==> src/rtl/adder_operand_packer_if.sv <==
// Bus bundle for adder_operand_packer.
//   Serial side : s_valid, s_ready, s_data, s_last (valid/ready stream of BITS-wide operands)
//   Group side  : out_valid, out_ready, out_data, out_count, out_last (one packed group)
// Modports:
//   slave  - the packer itself (consumes the serial stream, produces groups)
//   master - the environment (operand source plus group consumer)
interface adder_operand_packer_if #(
    parameter int unsigned BITS = 16,
    parameter int unsigned NUM  = 4
);
    localparam int unsigned CntW = $clog2(NUM + 1);

    logic                 s_valid;
    logic                 s_ready;
    logic [BITS-1:0]      s_data;
    logic                 s_last;
    logic                 out_valid;
    logic                 out_ready;
    logic [NUM*BITS-1:0]  out_data;
    logic [CntW-1:0]      out_count;
    logic                 out_last;

    modport slave (
        input  s_valid, s_data, s_last, out_ready,
        output s_ready, out_valid, out_data, out_count, out_last
    );

    modport master (
        output s_valid, s_data, s_last, out_ready,
        input  s_ready, out_valid, out_data, out_count, out_last
    );
endinterface

==> src/rtl/adder_operand_packer.sv <==
// Packs a serial stream of BITS-wide operands into groups of NUM parallel operands for the
// multi-input adder. A group closed early by s_last is padded with PAD_VALUE.
// Ports:
//   clk     - clock, all state on posedge
//   resetn  - synchronous active-low reset
//   bus     - adder_operand_packer_if.slave: serial operand stream in, packed group out
//             (out_data = {op0, op1, .., op(NUM-1)}, op0 in the MSBs)
module adder_operand_packer #(
    parameter int unsigned     BITS      = 16,
    parameter int unsigned     NUM       = 4,
    parameter logic [BITS-1:0] PAD_VALUE = '0
) (
    input logic                   clk,
    input logic                   resetn,
    adder_operand_packer_if.slave bus
);
    localparam int unsigned IdxW = (NUM > 1) ? $clog2(NUM) : 1;
    localparam int unsigned CntW = $clog2(NUM + 1);

    // Assembly stage
    logic [BITS-1:0]     slot_q [NUM];
    logic [BITS-1:0]     slot_d [NUM];
    logic [IdxW-1:0]     idx_q, idx_d;

    // Output stage
    logic                out_valid_q, out_valid_d;
    logic [NUM*BITS-1:0] out_data_q, out_data_d;
    logic [CntW-1:0]     out_count_q, out_count_d;
    logic                out_last_q, out_last_d;

    logic                s_ready;
    logic                accept;
    logic                complete;
    int unsigned         idx_u;

    always_comb begin
        s_ready  = resetn & (~out_valid_q | bus.out_ready);
        accept   = bus.s_valid & s_ready;
        complete = accept & ((idx_q == IdxW'(NUM - 1)) | bus.s_last);
        idx_u    = 32'(idx_q);

        slot_d      = slot_q;
        idx_d       = idx_q;
        out_valid_d = out_valid_q;
        out_data_d  = out_data_q;
        out_count_d = out_count_q;
        out_last_d  = out_last_q;

        // Handshake drops valid; a group completing this same cycle overrides it below.
        if (out_valid_q && bus.out_ready) begin
            out_valid_d = 1'b0;
        end

        if (accept) begin
            if (complete) begin
                // The closing operand goes straight to the output register, never to a slot.
                for (int unsigned i = 0; i < NUM; i++) begin
                    if (i < idx_u) begin
                        out_data_d[(NUM-1-i)*BITS +: BITS] = slot_q[i];
                    end else if (i == idx_u) begin
                        out_data_d[(NUM-1-i)*BITS +: BITS] = bus.s_data;
                    end else begin
                        out_data_d[(NUM-1-i)*BITS +: BITS] = PAD_VALUE;
                    end
                end
                out_valid_d = 1'b1;
                out_count_d = CntW'(idx_q) + CntW'(1);
                out_last_d  = bus.s_last;
                idx_d       = '0;
            end else begin
                slot_d[idx_q] = bus.s_data;
                idx_d         = idx_q + IdxW'(1);
            end
        end
    end

    always_ff @(posedge clk) begin
        if (!resetn) begin
            for (int unsigned i = 0; i < NUM; i++) begin
                slot_q[i] <= '0;
            end
            idx_q       <= '0;
            out_valid_q <= 1'b0;
            out_data_q  <= '0;
            out_count_q <= '0;
            out_last_q  <= 1'b0;
        end else begin
            slot_q      <= slot_d;
            idx_q       <= idx_d;
            out_valid_q <= out_valid_d;
            out_data_q  <= out_data_d;
            out_count_q <= out_count_d;
            out_last_q  <= out_last_d;
        end
    end

    assign bus.s_ready   = s_ready;
    assign bus.out_valid = out_valid_q;
    assign bus.out_data  = out_data_q;
    assign bus.out_count = out_count_q;
    assign bus.out_last  = out_last_q;
endmodule

==> src/flat_wrapper.sv <==
// flat-port wrapper written by rule: the top's interface ports become plain ports
module adder_operand_packer_flat 
#(
    parameter int unsigned     BITS      = 16,
    parameter int unsigned     NUM       = 4,
    parameter logic [BITS-1:0] PAD_VALUE = '0
)
  (clk, resetn, bus_s_valid, bus_s_data, bus_s_last, bus_out_ready, bus_s_ready, bus_out_valid, bus_out_data, bus_out_count, bus_out_last);
  adder_operand_packer_if #(.BITS(BITS), .NUM(NUM)) bus_i ();
  input logic clk;
  input logic resetn;
  input wire logic [$bits(bus_i.s_valid)-1:0] bus_s_valid;
  input wire logic [$bits(bus_i.s_data)-1:0] bus_s_data;
  input wire logic [$bits(bus_i.s_last)-1:0] bus_s_last;
  input wire logic [$bits(bus_i.out_ready)-1:0] bus_out_ready;
  output wire logic [$bits(bus_i.s_ready)-1:0] bus_s_ready;
  output wire logic [$bits(bus_i.out_valid)-1:0] bus_out_valid;
  output wire logic [$bits(bus_i.out_data)-1:0] bus_out_data;
  output wire logic [$bits(bus_i.out_count)-1:0] bus_out_count;
  output wire logic [$bits(bus_i.out_last)-1:0] bus_out_last;
  assign bus_i.s_valid = bus_s_valid;
  assign bus_i.s_data = bus_s_data;
  assign bus_i.s_last = bus_s_last;
  assign bus_i.out_ready = bus_out_ready;
  assign bus_s_ready = bus_i.s_ready;
  assign bus_out_valid = bus_i.out_valid;
  assign bus_out_data = bus_i.out_data;
  assign bus_out_count = bus_i.out_count;
  assign bus_out_last = bus_i.out_last;
  adder_operand_packer #(.BITS(BITS), .NUM(NUM), .PAD_VALUE(PAD_VALUE)) u_core (.clk(clk), .resetn(resetn), .bus(bus_i));
endmodule
==> config.mk <==
export PLATFORM = sky130hd
export DESIGN_NAME = adder_operand_packer_flat
export DESIGN_NICKNAME = d
export VERILOG_FILES = /design/src/rtl/adder_operand_packer_if.sv /design/src/rtl/adder_operand_packer.sv /design/src/flat_wrapper.sv
export SDC_FILE = /design/constraint.sdc
export NUM_CORES = 1
export LEC_CHECK = 0
export ABC_AREA = 1
export CAP_MARGIN = 20
export CORE_MARGIN = 2
export CORE_UTILIZATION = 31
export CTS_CLUSTER_DIAMETER = 120
export DETAILED_ROUTE_END_ITERATION = 12
export GPL_ROUTABILITY_DRIVEN = 0
export SETUP_SLACK_MARGIN = 0.3
export SKIP_CTS_REPAIR_TIMING = 1
export SYNTH_ARGS = -nofsm -noshare
export SYNTH_HDL_FRONTEND = slang
export SYNTH_SLANG_ARGS = --single-unit
==> constraint.sdc <==
create_clock -name clk -period 2.45 [get_ports clk]
set_input_delay 0.6125 -clock clk [delete_from_list [all_inputs] [get_ports clk]]
set_output_delay 0.6125 -clock clk [all_outputs]
set_load 0.005 [all_outputs]
==> results.md, run 1 <==
Setup path:
- The signal on the critical path passes through clkdlybuf4s50_1 > inv_1 > a21oi_4 > dlymetal6s2s_1.
- For this run, the slowest stage of the critical path takes 0.45 ns.
- The data arrival time at the worst-slack endpoint is 1.42 ns.
- Among all stages on the critical path, the largest delay is contributed by clkdlybuf4s50_1.
- The number of buffers and inverters on the critical path is 3.
- STA puts the critical path data required time at 1.84 ns.
- The worst setup path is of the input port to output port kind.
- The kind of cell adding the most delay to the critical path is buffers and inverters.
- The worst setup path is launched from an input port.
- The maximum fanout count along the critical path is 2.
- The worst setup path is captured at an output port.

Synthesis:
- Counting flops and latches in the post-synthesis netlist gives 119.
- Summed over its instances, the top area cell type makes up 46.27% of the synthesized netlist area.
- The part of the Yosys area used for sequential elements is 46.27%.
- In the synthesized netlist the async set-or-reset flop fraction comes to 0%.
- The average cell area after synthesis is 6.883 um2.
- Ranked by instance count, the synthesized netlist is headed by nor2_1, nand2_1, dfxtp_1.
- Counting flops with a built-in enable in the synthesized netlist gives 0.
- By area the synthesized netlist is led by dfxtp_1, nor2_1, nand2_1.
- The total nets after synthesis is 774.
- The total of warnings raised by yosys is 0.
- The cell taking the most area after synthesis is dfxtp_1.
- The post-synthesis instance total is 748.
- The mapped netlist covers 0.005149 mm2.
- The leading register cell type out of synthesis is dfxtp_1.
- Among all cell types in the netlist, the one instantiated most often is nor2_1.
- The number of different library cells in the post-synthesis netlist is 25.

Clocking:
- The tree built by TritonCTS fans out to 119 sinks.
- The clock passes through at most 2 buffers.
- The total clock buffers created by CTS is 17.
- The H-tree was split into 4 levels.
- The cell sitting at the root of the clock tree is a clkbuf_16.
- Clock-pin slew was measured on the worst setup and hold paths at 0.05 ns.
- The latest clock arrival within the worst-skew pair is 0.42 ns.
- The clock tree from TritonCTS is done.

Timing:
- The final number of setup-violating endpoints is 0.
- Setup repair after global routing left no endpoint under its margin.
- For the pin with the worst max-slew slack, the measured transition is 0.9714 ns.
- Setup slack closes at 0.4137 ns.
- The max-slew violation total from the final report was 0.
- The number of hold-slack violations in the final timing report is 0.
- The remaining max-slew budget at the tightest pin is 35.24%.
- Of the available clock period, the critical path in the final layout requires 83.11%.
- The post-route minimum period is 2.036 ns.
- The maximum clock skew at final layout is 0.01146 ns.
- The achievable clock frequency is 491.1 MHz.
- Adding up every negative setup slack in the final design gives 0 ns.

Routing:
- The residual antenna-violating net count after detailed routing is 0.
- After detailed routing, the number of vias per cell comes to 4.633.
- In the final routed layout, each cell accounts on average for 14.10 um.
- The total wirelength of the detailed-routed design is 14.97 mm.
- Across all layers, the routed design uses 4920 vias.
- After detailed routing, the number of remaining DRC violations is 0.
- The number of detailed-route iterations in the first pass is 5.
- The first routing iteration left 483 violations.

Power and ir drop:
- Net switching is 23.92% of the power.
- For this design the total switching power over the nets is 0.001226 W.
- The internal power of the cells totals 0.003898 W.
- Across the VDD grid, the largest voltage drop is 0.4438 mV.
- The static leakage is 2.958 nW.
- The power density over the cells is 734.4 mW/mm2.
- The clock network accounts for 51.8% of the total power.
- The logic gate share of total power is 8.6%.
- The share of total power dissipated in sequential elements is 39.6%.

Cells and area:
- The final cell utilization of the core is 42.52%.
- The area of combinational cells with multiple inputs is 0.002415 mm2.
- For this run, the post-layout net count is 855.
- From synthesis to final layout, the design area changed by 35.50%.
- In the final layout, the share of cells above drive strength 1 is 8.670%.
- After routing the design area is 0.006977 mm2.
- The number of fillers in the final layout is 1671.
- Summing all flip-flop and latch instances after layout gives 0.002382 mm2.
- The count of inserted antenna diode cells is 0.

Outcome:
- The flow ran to the end, and the final reports show no timing, DRC or antenna violations.

Die:
- For this configuration, the core starts out at a cell density of 31.38%.
- The die is 132.9 um tall.
- The number of top-level pins is 91.
- After floorplanning, the core was sized to cover 0.01641 mm2.
- The die is 132.9 um wide.
- The full die area is 0.01766 mm2.
- After floorplanning, the core was divided into 47 placement rows.

Place:
- The sum of net half-perimeters after detailed placement is 9.987 mm.
- Timing analysis after detailed placement gives a worst setup slack of 0.02562 ns.
- In this run the tool buffered the top-level ports with 90 buffer cells.
- The placement-stage cell area is 0.006346 mm2.

Flow run:
- Across the run, the number of max-cap violations was 0.

Global route:
- The total overflow left after global routing is 0.
- The number of global-route vias before repair was 4579.
- The first-pass GRT wire length is 24.34 mm.
- Global routing consumed, over all layers together, 17.15% of the routing resources.
- The largest net degree at the start of global routing is 99.
- The number of antenna violations at the first check in global routing is 0.

Min path:
- The min-delay analysis places its worst path in the category register to register.
==> state kept, by name, summed over array words and instances (netlist names) <==
name,count
u_core.bus.out_count,3
u_core.bus.out_last,1
u_core.slot_q,48
u_core.bus.out_valid,1
u_core.idx_q,2
u_core.bus.out_data,64
==> kinds of logic (layout without fill, tap and decap cells) <==
logic type               after synthesis  in the layout  share of synthesized area [%]
AO/OA/AOI/OAI                         89             89                          8.967
adder cells (fa/ha/maj)                5              5                          1.215
buffers and inverters                 83            177                          6.877
flip-flops                           119            119                          46.27
AND/OR/NAND/NOR                      452            452                          36.67
==> final cells by class <==
type,count,share of cell area [%]
clock buffers,18,6.151
clock inverters,14,2.852
inverters,26,1.399
multi-input cells,546,34.61
flip-flops and latches,119,34.15
well taps,220,3.945
repair buffers,119,16.89
==> layout by cell type (no fill, tap or decap), types with 2 or more instances in the layout <==
master and count:
bufinv_16 4, clkinv_2 2, ha_1 5, clkinv_4 5
clkdlybuf4s50_1 88, buf_12 5, clkbuf_16 17, inv_1 24
nand3_1 82, nand4_1 16, dfxtp_1 119, o21ai_1 6
nand2_1 149, buf_4 24, o21ai_0 61, nor2_2 4
nor2_4 2, inv_6 2, nor2_1 196, a21oi_1 19
==> routing by layer <==
| metal | track usage, % | wire length [um] |
|---|---|---|
| met5 | 0 | 0 |
| met4 | 5.317 | 164 |
| met3 | 4.789 | 842 |
| met2 | 26.68 | 6821 |
| met1 | 23.09 | 7142 |
==> per-stage QoR <==
step / instances / total power [W] / hold WS, ns
floorplan: 748 / 0.002288 / 0.4549
global placement: 1030 / 0.002512 / 0.4497
detailed placement: 1030 / 0.002513 / 0.4535
CTS: 1062 / 0.005162 / 0.4617
global route: 1062 / 0.005298 / 0.4721
finish: 1062 / 0.005124 / 0.4585
==> power groups by stage <==
stage          clock network [W]  registers, W  logic [W]
3_5_place_dp                   0       0.00207   0.000442
3_3_place_gp                   0       0.00207   0.000443
4_1_cts                  0.00269       0.00203   0.000446
5_1_grt                  0.00277       0.00204   0.000489
2_1_floorplan                  0       0.00207   0.000218
6_report                 0.00265       0.00203   0.000441
==> worst paths after layout <==
kind	start	to	slack, ns	depth (start not counted)
hold / removal	u_core.bus.out_count[2]	u_core.bus.out_count[2]	0.46	2
setup reg to reg	u_core.idx_q[1]	u_core.slot_q[25]	0.65	9
hold reg to reg	u_core.bus.out_count[2]	u_core.bus.out_count[2]	0.46	2
setup / recovery	bus_out_ready	bus_s_ready	0.41	4
==> worst reg2reg max path, cell delays in order, from the launching register on <==
cell and delay (ns):
dfxtp_1 0.31, buf_4 0.21, ha_1 0.25, nor2_4 0.16
inv_1 0.09, nor2_2 0.17, buf_12 0.25, nand3_1 0.13
nand2_1 0.07, nor2_1 0.06
Note: power is estimated with default switching activity, not from simulation.
==> run 2: changes to the inputs <==
- clock period: 2.45 -> 1.9 ns (I/O delays scaled with it)
==> results.md, run 2 (synthesized netlist as in run 1, its figures left out) <==
Outcome:
- The flow ran to the end, and the final reports show no timing, DRC or antenna violations.

Power and ir drop:
- The peak ir drop on the vdd network is 0.5558 mV (+25%).
- The static leakage was 4.273 nW (+44%).
- The power density over the cells is 878.4 mW/mm2 (+20%).

Timing:
- After layout, the worst path uses 81.66% of the clock period.
- The actual transition at the worst max-transition pin is 0.4508 ns (-0.5207 ns).
- Setup repair after global routing left no endpoint under its margin.
- The number of hold-slack violations in the final timing report was 0 (unchanged).
- The maximum clock skew at final layout was 0.009530 ns (-0.001926 ns).
- The final number of setup-violating endpoints came to 0 (unchanged).
- The max-slew violation total from the final report is 0 (unchanged).
- The remaining max-slew budget at the tightest pin came to 69.92% (+35 points).
- The minimum setup slack in the final design was 0.3484 ns (-0.06528 ns).
- The clock period could shrink to 1.552 ns.
- The post-route worst hold slack is 0.4114 ns (-0.04707 ns).
- Static timing analysis puts the maximum clock frequency at 644.5 MHz.

Setup path:
- The number of buffers and inverters on the critical path came to 3 (unchanged).
- The data arrival time at the worst-slack endpoint is 1.85 ns (+0.43 ns).
- Traced cell by cell, the critical path runs through ha_4 > nor2_4 > inv_2 > nor2_4 > buf_12 > clkbuf_16 > nand3_1 > nand2_1 > nor2_1.
- The class of the most critical setup path is register to register.
- The slowest stage of the critical path is the dfxtp_4 cell.
- The maximum fanout count along the critical path is 25 (+23).
- The stage delay of the slowest cell on the critical path came to 0.38 ns (-0.07 ns).
- The element type at the critical path end is a register.
- The critical path startpoint category is a register.
- The kind of cell adding the most delay to the critical path is simple AND/OR/NAND/NOR gates.
- The data required time at the worst endpoint came to 2.20 ns (+0.36 ns).
- The dominant cell type by count on the critical path is nor2_4.

Global route:
- The number of global-route vias before repair came to 4724 (+3.2%).
- The number of antenna violations at the first check in global routing is 0 (unchanged).
- The overall global routing resource usage is 17.79% (+0.64 points).
- The largest net degree at the start of global routing was 100 (+1.0%).
- The first-pass GRT wire length is 24.91 mm (+2.3%).
- The global route total overflow was 0 (unchanged).

Clocking:
- The clock tree from TritonCTS is done.
- The cell at the root of the clock tree is clkbuf_16.
- The worst-case clock buffer depth came to 2 (unchanged).
- The count of H-tree levels built during CTS is 4 (unchanged).
- The number of sinks driven by the clock tree is 119 (unchanged).
- The latest clock arrival within the worst-skew pair is 0.42 ns (about the same).
- The clock-pin slew on the worst setup and hold paths is 0.06 ns (about the same).
- The total clock buffers created by CTS was 17 (unchanged).

Die:
- The number of top-level pins is 91 (unchanged).
- The overall die height came to 132.9 um (unchanged).
- The starting utilization of the core area is 31.38% (unchanged).
- The full die area is 0.01766 mm2 (unchanged).
- The site row count is 47 (unchanged).
- The area of the core region was 0.01641 mm2 (unchanged).
- The overall die width came to 132.9 um (unchanged).

Place:
- The minimum setup slack after placement is -0.2616 ns (-0.2872 ns).
- The number of I/O port buffers is 90 (unchanged).
- The post-placement cell count was 1037 (+0.68%).
- The sum of net half-perimeters after detailed placement is 10.20 mm (+2.1%).

Flow run:
- The max-capacitance violation count came to 0 (unchanged).

Routing:
- The detailed-route vias per instance came to 4.795 (+3.5%).
- The routed wirelength normalized by instance count came to 15.11 um (+7.2%).
- The number of vias in the routed layout was 5155 (+4.8%).
- The residual antenna-violating net count after detailed routing is 0 (unchanged).
- The iteration-0 DRC count of the detailed router is 462 (-4.3%).
- The total wirelength of the detailed-routed design is 16.24 mm (+8.5%).
- The detailed-route DRC error count came to 0 (unchanged).
- The number of detailed-route iterations in the first pass came to 5 (unchanged).

Cells and area:
- The number of flip-flops in the largest register is 64 (unchanged).
- The count of placed standard cells in the final layout, fillers left out is 1075 (+1.2%).
- The fraction of layout cells with a size suffix above 1 was 12.28% (+3.6 points).
- The number of nets at the end of the flow is 868 (+1.5%).
- The count of inserted antenna diode cells is 0 (unchanged).
- The area added between synthesis and finish is 44.16%.
- Leaving out fill and tap cells, the most frequent cells in the layout are nor2_1, nand2_1, dfxtp_1.
- The most common cell after layout, fill and taps aside is nor2_1.

Min path:
- The path class of the lowest-slack min-delay path is input port to register.
-- run 2: cell types whose count changed in the layout (fill, tap and decap cells not counted), moves of 4 or more --
cell,previous run,this run
clkdlybuf4s50_1,88,16
dlymetal6s2s_1,1,72
dfxtp_2,0,9
clkbuf_16,17,21
dfxtp_1,119,107
buf_12,5,10
-- run 2: routing by layer --
layer  global-route usage [%]  vias up  part of all wire (%)
met2                    27.72      179                    46
li1                         -     2587                     -
met5                        0        -                     0
met3                    4.444       20                   7.5
met4                    5.735        0                   1.5
met1                    24.16     2369                    45
-- run 2: final timing paths --
check                           slack, ns                    from  depth (start not counted)                endpoint
worst max-delay path                 0.35         u_core.idx_q[1]                          9       u_core.slot_q[34]
worst min-delay path                 0.41              bus_s_last                          3     u_core.bus.out_last
worst min register to register       0.46  u_core.bus.out_data[8]                          2  u_core.bus.out_data[8]
worst max register to register       0.35         u_core.idx_q[1]                          9       u_core.slot_q[34]
-- run 2: layout make-up --
| class | count | area, um2 |
|---|---|---|
| Tap cell | 220 | 275.3 |
| Inverter | 26 | 103.9 |
| Sequential cell | 119 | 2405 |
| Clock inverter | 14 | 175.2 |
| Multi-Input combinational cell | 546 | 2447 |
| Fill cell | 1586 | 8985 |
| Clock buffer | 18 | 429.2 |
| Timing Repair Buffer | 132 | 1587 |
-- run 2: metrics by stage --
stage	total power, W	setup TNS, ns	utilization (%)	instance area [um2]
2_1_floorplan	0.002961	0	-	5207
3_3_place_gp	0.003266	-19.75	39.37	6459
3_5_place_dp	0.003266	-21.66	39.37	6459
4_1_cts	0.006550	-0.2572	43.05	7063
5_1_grt	0.006747	0	45.24	7422
6_report	0.006520	0	45.24	7422
-- run 2: worst register-to-register path: stages (launching register included) --
cell and delay [ns]:
dfxtp_4 0.38, ha_4 0.17, nor2_4 0.14, inv_2 0.08, nor2_4 0.10, buf_12 0.14, clkbuf_16 0.21, nand3_1 0.09
nand2_1 0.09, nor2_1 0.05
-- run 2: power breakdown --
part,switching [W],total [W],internal (W),leakage [nW]
clock network,0.00122,0.00330,0.00207,0.287
logic,0.000347,0.000609,0.000262,3.01
registers,0.0000403,0.00261,0.00257,0.973
